--- src/rtl/vcve2_pkg.sv ---
// Shared types for the vector writeback path.
// Element-width and writeback-sequencer state encodings.
package vcve2_pkg;

   localparam int VRF_DATA_W = 32;

   typedef enum logic [1:0] {
      SEW8,
      SEW16,
      SEW32,
      SEW_RSVD
   } vsew_e;

   typedef enum logic [1:0] {
      IDLE,
      ACTIVE,
      FINISH
   } vwb_state_e;

endpackage

--- src/rtl/vcve2_vrf_wb_seq.sv ---
// Writes one vector result into the VRF, one 32-bit word per cycle.
// Source is either the vector ALU or LSU load data, selected at start.
module vcve2_vrf_wb_seq
   import vcve2_pkg::*;
#(
   parameter int VLEN = 128,
   localparam int WPR = VLEN / 32,
   localparam int WIDX_W = (WPR > 1) ? $clog2(WPR) : 1,
   localparam int CNT_W = $clog2(8 * WPR) + 1
) (
   input  logic                  clk_i,
   input  logic                  rst_ni,
   input  logic                  start_i,
   output logic                  start_ready_o,
   input  logic [4:0]            vd_i,
   input  logic [31:0]           vl_i,
   input  logic [1:0]            vsew_i,
   input  logic                  is_mem_i,
   input  logic                  alu_valid_i,
   input  logic [VRF_DATA_W-1:0] alu_wdata_i,
   output logic                  alu_ready_o,
   input  logic                  lsu_valid_i,
   input  logic [VRF_DATA_W-1:0] lsu_wdata_i,
   output logic                  lsu_ready_o,
   input  logic                  flush_i,
   output logic                  vrf_we_o,
   output logic [4:0]            vrf_waddr_o,
   output logic [WIDX_W-1:0]     vrf_word_o,
   output logic [VRF_DATA_W-1:0] vrf_wdata_o,
   output logic                  busy_o,
   output logic                  done_o,
   output logic                  err_o
);

   localparam int MAXW = 8 * WPR;

   function automatic logic [34:0] calc_words(
      input logic [31:0] vl,
      input vsew_e       sew
   );
      logic [34:0] nbytes;
      nbytes = {3'b000, vl} << sew;
      return (nbytes + 35'd3) >> 2;
   endfunction

   vwb_state_e state_q, state_d;
   logic [CNT_W-1:0] wcnt_q;
   logic [CNT_W-1:0] nwords_q;
   logic [4:0] vd_q;
   logic is_mem_q;

   vsew_e sew_eff;
   logic sew_rsvd;
   logic [34:0] words_raw;
   logic sat;
   logic [CNT_W-1:0] nwords_d;
   logic start_acc;
   logic active;
   logic acc;
   logic last;
   logic [VRF_DATA_W-1:0] beat_data;
   logic [5:0] reg_sum;
   logic [WIDX_W-1:0] word_idx;

   assign sew_rsvd = (vsew_i == 2'd3);
   assign sew_eff = sew_rsvd ? SEW32 : vsew_e'(vsew_i);
   assign words_raw = calc_words(vl_i, sew_eff);
   assign sat = words_raw > 35'(MAXW);
   assign nwords_d = sat ? CNT_W'(MAXW) : words_raw[CNT_W-1:0];

   assign start_ready_o = (state_q == IDLE);
   assign start_acc = start_i & start_ready_o & ~flush_i;
   assign busy_o = (state_q != IDLE);
   assign done_o = (state_q == FINISH);

   // flush drops ready combinationally so no beat is taken that cycle
   assign active = (state_q == ACTIVE) & ~flush_i;
   assign alu_ready_o = active & ~is_mem_q;
   assign lsu_ready_o = active & is_mem_q;
   assign acc = is_mem_q ? (lsu_valid_i & lsu_ready_o)
                         : (alu_valid_i & alu_ready_o);
   assign beat_data = is_mem_q ? lsu_wdata_i : alu_wdata_i;
   assign last = (wcnt_q == nwords_q - CNT_W'(1));

   // bit 5 of the sum flags a register group running past v31
   assign reg_sum = {1'b0, vd_q} + 6'(wcnt_q / CNT_W'(WPR));
   assign word_idx = WIDX_W'(wcnt_q % CNT_W'(WPR));

   always_comb begin
      state_d = state_q;
      unique case (state_q)
         IDLE: begin
            if (start_i) state_d = (nwords_d == '0) ? FINISH : ACTIVE;
         end
         ACTIVE: begin
            if (acc && last) state_d = FINISH;
         end
         FINISH: state_d = IDLE;
         default: state_d = IDLE;
      endcase
      if (flush_i) state_d = IDLE;
   end

   always_ff @(posedge clk_i or negedge rst_ni) begin
      if (!rst_ni) begin
         state_q <= IDLE;
         wcnt_q <= '0;
         nwords_q <= '0;
         vd_q <= '0;
         is_mem_q <= 1'b0;
         err_o <= 1'b0;
      end else begin
         state_q <= state_d;
         if (flush_i) begin
            wcnt_q <= '0;
         end else if (start_acc) begin
            vd_q <= vd_i;
            is_mem_q <= is_mem_i;
            nwords_q <= nwords_d;
            wcnt_q <= '0;
            err_o <= sat | sew_rsvd;
         end else if (acc) begin
            wcnt_q <= wcnt_q + CNT_W'(1);
            if (reg_sum[5]) err_o <= 1'b1;
         end
      end
   end

   always_ff @(posedge clk_i or negedge rst_ni) begin
      if (!rst_ni) begin
         vrf_we_o <= 1'b0;
         vrf_waddr_o <= '0;
         vrf_word_o <= '0;
         vrf_wdata_o <= '0;
      end else begin
         vrf_we_o <= acc;
         if (acc) begin
            vrf_waddr_o <= reg_sum[4:0];
            vrf_word_o <= word_idx;
            vrf_wdata_o <= beat_data;
         end
      end
   end

   a_we_busy: assert property (@(posedge clk_i) disable iff (!rst_ni)
      vrf_we_o |-> $past(busy_o));
   a_one_ready: assert property (@(posedge clk_i) disable iff (!rst_ni)
      !(alu_ready_o && lsu_ready_o));
   a_done_pulse: assert property (@(posedge clk_i) disable iff (!rst_ni)
      done_o |=> !done_o);

endmodule

--- config.mk ---
export PLATFORM = sky130hd
export DESIGN_NAME = vcve2_vrf_wb_seq
export DESIGN_NICKNAME = d
export VERILOG_FILES = /design/src/rtl/vcve2_pkg.sv /design/src/rtl/vcve2_vrf_wb_seq.sv
export SDC_FILE = /design/constraint.sdc
export NUM_CORES = 1
export LEC_CHECK = 0
export BUFFER_PORTS_ARGS = -buffer_cell sky130_fd_sc_hd__buf_2
export CAP_MARGIN = 20
export CORE_MARGIN = 5
export CORE_UTILIZATION = 40
export CTS_BUF_LIST = sky130_fd_sc_hd__clkbuf_16
export DETAILED_ROUTE_END_ITERATION = 6
export PLACE_DENSITY = 0.76
export SLEW_MARGIN = 20
export SYNTH_ARGS = -nofsm -noshare
export SYNTH_HDL_FRONTEND = slang
export SYNTH_SLANG_ARGS = --single-unit
--- constraint.sdc ---
create_clock -name clk_i -period 2.2 [get_ports clk_i]
set_clock_uncertainty 0.1 [all_clocks]
set_input_delay 0.22 -clock clk_i [delete_from_list [all_inputs] [get_ports clk_i]]
set_output_delay 0.22 -clock clk_i [all_outputs]
set_load 0.05 [all_outputs]
### After elaboration in Yosys (flattened, before gate mapping)

Index checks and enable logic that the tools add are counted.

* bits of input ports: 110
* logic and storage cells: 57
* register bits after elaboration: 61

* equality and inequality tests: 6
* bitwise operators: 10
* add/sub/neg operators: 4
* reductions and logical operators: 10
* order comparisons: 1
* mux-type cells: 15
* shifts and indexed selects: 1

Operator list (number)
* adder 35 x 2 -> 35 bit (second input constant): 1
* left shift 32 x 2 -> 35 bit: 1
* > comparator 33 x 6 -> 1 bit (second input constant): 1
* two-way mux 32 bit: 1
* two-way mux 6 bit: 4
* two-way mux 2 bit: 5
* AND 1 bit: 7
* adder 5 x 4 -> 6 bit: 1
* adder 6 x 1 -> 6 bit (second input constant): 1
* == test 6 bit: 1
* logical NOT 6 bit: 1
* inequality test 3 x 2 -> 1 bit (second input constant): 2
* nonzero test 2 bit: 3
* subtractor 6 x 1 -> 6 bit (second input constant): 1
* == test 2 bit (second input constant): 2
* two-way mux 1 bit: 4
* case mux 2 bit (2 select lines): 1
* AND reduction 2 bit: 2
* AND reduction 3 bit: 1
* nonzero test 3 bit: 1
* == test 2 x 1 -> 1 bit (second input constant): 1
* logical NOT 2 bit: 1
* inverter 1 bit: 2
* logical AND 1 bit: 1
* bitwise OR 1 bit: 1

### Logic depth before layout (Yosys ltp)

* depth in word-level cells: 11
* depth in mapped cells: 13

### Worst setup path before layout

OpenSTA, ideal clock, no wires.

* path type: input-to-reg
* start: input vsew_i[0]
* end: register err_o
* arrival time: 2.580 ns
* required time: 1.976 ns
* stages on the path: 11
* setup slack: -0.604 ns
* path through: buf_6 > nand4bb_4 > a31o_1 > or4b_4 > buf_6 > nor3b_2 > o21ai_1 > a22oi_1 > and4b_2 > nand4_4 > o31a_1

* word-level cells in the longest chain between the ends: 7

RTL lines
* from (decl): line vcve2_vrf_wb_seq.sv:17 `input logic [1:0] vsew_i,`
* == test 2 bit: line vcve2_vrf_wb_seq.sv:65 `assign sew_rsvd = (vsew_i == 2'd3);`
* two-way mux 2 bit: line vcve2_vrf_wb_seq.sv:66 `assign sew_eff = sew_rsvd ? SEW32 : vsew_e'(vsew_i);`
* left shift 32 x 2 -> 35 bit: line vcve2_vrf_wb_seq.sv:42 `nbytes = {3'b000, vl} << sew;`
* adder 35 x 2 -> 35 bit: line vcve2_vrf_wb_seq.sv:43 `return (nbytes + 35'd3) >> 2;`
* > comparator 33 x 6 -> 1 bit: line vcve2_vrf_wb_seq.sv:68 `assign sat = words_raw > 35'(MAXW);`
* bitwise OR 1 bit *: line vcve2_vrf_wb_seq.sv:121 `err_o <= sat | sew_rsvd;`
* two-way mux 1 bit *: line vcve2_vrf_wb_seq.sv:116 `end else if (start_acc) begin`
* to (signal assigned): line vcve2_vrf_wb_seq.sv:121
* to (decl): line vcve2_vrf_wb_seq.sv:32 `output logic err_o`

Every way passes the cells marked *; elsewhere a longest branch is shown, timed or not.
A chain may end at the register's enable or synchronous reset.

### Worst setup path in the final report

* start: input vsew_i[1]
* end: register err_o

Same word-level chain as after synthesis.

==> results.cfg <==
[outcome]
run_status = finished with violations
failed_checks = negative setup slack

[power_and_ir_drop]
pwr-share-comb = 0.502
cell_internal_pwr_mw = 3.26
clock_power_share = 0.217
static-leakage-power_nw = 3.57
netSwitchingFraction = 0.462
total_power_mw = 6.05
power.sequential.fraction = 0.280
power_switching_mw = 2.80
powerDensity_nw_per_um2 = 845
vdd_ir_drop_max_uv = 470

[synthesis]
count_of_flip_flops_with_a_built_in_enable_after_synthesis = 0
synth_cell_types = 62
synthesis.nets = 712
yosysWarningCount = 0
syn-cell-area_um2 = 4910
postSynthRegisterBits = 61
syn-instance-count = 595
synth.yosys.seq_area_share = 0.311
netlist.area_leader.share = 0.311
synthFlopType = sky130_fd_sc_hd__dfrtp_1
synth_area_leaders = sky130_fd_sc_hd__dfrtp_1, sky130_fd_sc_hd__mux2i_1, sky130_fd_sc_hd__nand2_1
synth_top_area_cell = sky130_fd_sc_hd__dfrtp_1
asyncSetResetFlopFracSynth = 1.00
syn_avg_cell_area_um2 = 8.26

[timing]
clock.fmax_mhz = 408
period_share = 1.11
setup_ws_ns = -0.252
timing.slew.headroom = 0.628
fin_crit_ns = 2.45
timing.final.hold_violations = 0
rsz0062_at_grt = yes
timing.final.setup_violations = 9
fin_hold_ws_ns = 0.0274
timing.final.max_slew_violations = 0
worst_slew_pin_slew_ns = 0.558

[cells_and_area]
drive_gt1_frac = 0.389
finish.instance_area_um2 = 7160
finalNetCount = 970
most_used_cells_in_the_layout_excluding_fill_and_tap_cells = sky130_fd_sc_hd__buf_2, sky130_fd_sc_hd__buf_4, sky130_fd_sc_hd__nand2_1
syn_to_final_growth_pct = 45.8
commonest_non_fill_non_tap_cell_in_the_layout = sky130_fd_sc_hd__buf_2
antennaDiodeCount = 0
fillers = 1064

[floorplan]
floorplan_core_area_um2 = 12000
die_ht_um = 121
die_width_um = 121
row_count = 40
i_o_pins = 156
initial_core_util = 0.409
floorplan.die_area_um2 = 14600

[clock_network]
clock_input_transition_at_the_sequential_cells_of_the_worst_setup_and_hold_paths_ns = 0.05
cts_root_buf = sky130_fd_sc_hd__clkbuf_16
clock_tree.buffer_depth = 2
numCtsBuffers = 9
clock_latency_ns = 0.32
cts_num_sinks = 61
cts-htree-levels = 3
cts_tree = done

[place]
globalplace.congestion = 0.942
numPortBuffers = 155
dpl-instance-area_um2 = 6670
hpwl_um = 11800

[detailed_routing]
initialDrtViolationCount = 334
drt_pre_antenna_iters = 7
vias = 5259
total_wirelength_of_the_detailed_routed_design_um = 14600
route.antenna.remaining_nets = 0
drt-wirelength-per-cell_um = 14.6
detail_route.vias_per_cell = 5.24
detailed_route_drc_error_count = 0

[setup_path]
timing.critical_path.from_type = input pin
cp_common_cell = sky130_fd_sc_hd__o31a_1
critical-path-slowest-cell = sky130_fd_sc_hd__or4_4
cp_max_fo = 11
crit_chain = buf_12, clkbuf_16, o31a_1, or4_4, nor3_2, nand4_1, a22oi_1, and4b_2, nand4_4, o31a_1
critPathCaptureType = register
data_arrival_time_of_the_critical_path_ns = 2.56
worst-path-buf-inv = 2
cp_top_family = simple AND/OR/NAND/NOR gates
cp.required_ns = 2.31
worst-setup-path-type = in2reg
cp_slowest_stage_delay_ns = 0.58

[grt]
grt_start_max_net_pins = 77
grt_use_total = 0.199
grt_antenna_before_repair = 1
grt_first_pass_wirelength_um = 24000
first_global_vias = 5149
grt_overflow = 0

[job]
drv_cap = 0

[worst_hold_path]
worst_hold_path_type = in2reg
-- metal layers --
| layer | GRT usage | vias up | part of all wire |
|---|---|---|---|
| li1 | - | 2664 | - |
| met3 | 0.0379 | 22 | 0.063 |
| met4 | 0.0673 | 2 | 0.017 |
| met1 | 0.248 | 2395 | 0.44 |
| met2 | 0.345 | 176 | 0.48 |
| met5 | 0 | - | 0.00089 |
-- tightest hold or removal path, stage by stage --
cell	delay (ns)
sky130_fd_sc_hd__buf_2	0.07
sky130_fd_sc_hd__nand2_1	0.05
sky130_fd_sc_hd__o21ai_0	0.07
-- registers in the layout (all words and copies together) (netlist names) --
signal,flops
nwords_q,6
vrf_word_o,2
wcnt_q,6
is_mem_q,1
vrf_wdata_o,32
err_o,1
vrf_waddr_o,5
vd_q,5
state_q,2
vrf_we_o,1
-- metrics by stage --
step	setup TNS, ns	worst slack (ns)	util	instances
floorplan	-3.81	-0.458	-	595
global placement	-5.63	-0.647	0.555	979
detailed placement	-6.08	-0.715	0.555	979
CTS	-2.15	-0.332	0.591	1003
global route	-3.21	-0.388	0.596	1004
finish	-1.92	-0.252	0.596	1004
-- final cells by class --
| cell class | instances | area (um^2) | area share |
|---|---|---|---|
| Clock buffer | 9 | 225 | 0.0315 |
| Clock inverter | 6 | 57.6 | 0.00804 |
| Inverter | 15 | 56.3 | 0.00786 |
| Multi-Input combinational cell | 484 | 3260 | 0.455 |
| Sequential cell | 61 | 1530 | 0.213 |
| Tap cell | 147 | 184 | 0.0257 |
| Timing Repair Buffer | 282 | 1850 | 0.259 |
-- final timing paths --
| check | slack (ns) | startpoint | cells past startpoint | endpoint |
|---|---|---|---|---|
| setup / recovery | -0.25 | vsew_i[1] | 10 | err_o |
| hold / removal | 0.03 | vd_i[1] | 3 | vd_q[1] |
| setup reg to reg | 0.24 | nwords_q[0] | 8 | state_q[1] |
| hold reg to reg | 0.37 | vrf_wdata_o[16] | 2 | vrf_wdata_o[16] |
| max in group asynchronous | 1.10 | rst_ni | 3 | state_q[0] |
| min in group asynchronous | 0.31 | rst_ni | 2 | vrf_wdata_o[1] |
-- power groups by stage --
stage	combinational (mW)	clock, mW	sequential (mW)
4_1_cts	3.04	1.35	1.70
3_5_place_dp	3.02	0	1.72
2_1_floorplan	0.837	0	2.96
5_1_grt	3.25	1.41	1.76
3_3_place_gp	2.98	0	1.70
6_report	3.04	1.32	1.70
-- timing repair --
| item | CTS | global route |
|---|---|---|
| endpoints found under the hold margin | 24 | 0 |
| pin swaps | 11 | 4 |
| hold buffers | 6 | 0 |
| cloned | 0 | 1 |
| endpoints found under the setup margin | 9 | 9 |
| resized for setup | 17 | 17 |
| buffers inserted | 3 | 0 |
-- cell usage after synthesis, types with 3 or more instances --
| cell type | count |
|---|---|
| sky130_fd_sc_hd__a21o_1 | 3 |
| sky130_fd_sc_hd__a21oi_1 | 20 |
| sky130_fd_sc_hd__a22oi_1 | 3 |
| sky130_fd_sc_hd__a31oi_1 | 6 |
| sky130_fd_sc_hd__and3_1 | 10 |
| sky130_fd_sc_hd__and4_1 | 4 |
| sky130_fd_sc_hd__buf_1 | 3 |
| sky130_fd_sc_hd__buf_2 | 11 |
| sky130_fd_sc_hd__buf_6 | 4 |
| sky130_fd_sc_hd__clkbuf_1 | 17 |
| sky130_fd_sc_hd__dfrtp_1 | 61 |
| sky130_fd_sc_hd__ha_1 | 6 |
| sky130_fd_sc_hd__inv_1 | 14 |
| sky130_fd_sc_hd__mux2_2 | 11 |
| sky130_fd_sc_hd__mux2i_1 | 68 |
| sky130_fd_sc_hd__nand2_1 | 99 |
| sky130_fd_sc_hd__nand2b_1 | 13 |
| sky130_fd_sc_hd__nand3_1 | 22 |
| sky130_fd_sc_hd__nand3b_1 | 3 |
| sky130_fd_sc_hd__nand4_1 | 15 |
| sky130_fd_sc_hd__nor2_1 | 29 |
| sky130_fd_sc_hd__nor2b_1 | 5 |
| sky130_fd_sc_hd__nor3_1 | 8 |
| sky130_fd_sc_hd__nor4_1 | 3 |
| sky130_fd_sc_hd__o21a_1 | 10 |
| sky130_fd_sc_hd__o21ai_0 | 74 |
| sky130_fd_sc_hd__o22ai_1 | 3 |
| sky130_fd_sc_hd__o31ai_1 | 7 |
| sky130_fd_sc_hd__or2_2 | 5 |
| sky130_fd_sc_hd__or3_1 | 3 |
| sky130_fd_sc_hd__xnor2_1 | 11 |
| sky130_fd_sc_hd__xor2_1 | 9 |
-- cell families (layout without fill, tap and decap cells) --
logic type / Yosys count / count (layout) / synth area share
AOI/OAI and AO/OA: 146 / 146 / 0.180
adders and majority gates: 7 / 7 / 0.0194
DFF: 61 / 61 / 0.311
buffers and inverters: 50 / 312 / 0.0471
muxes: 79 / 79 / 0.164
xor gates and xnor gates: 20 / 20 / 0.0357
and+or+nand+nor: 232 / 232 / 0.244
Power figures use the tool's default switching activity.
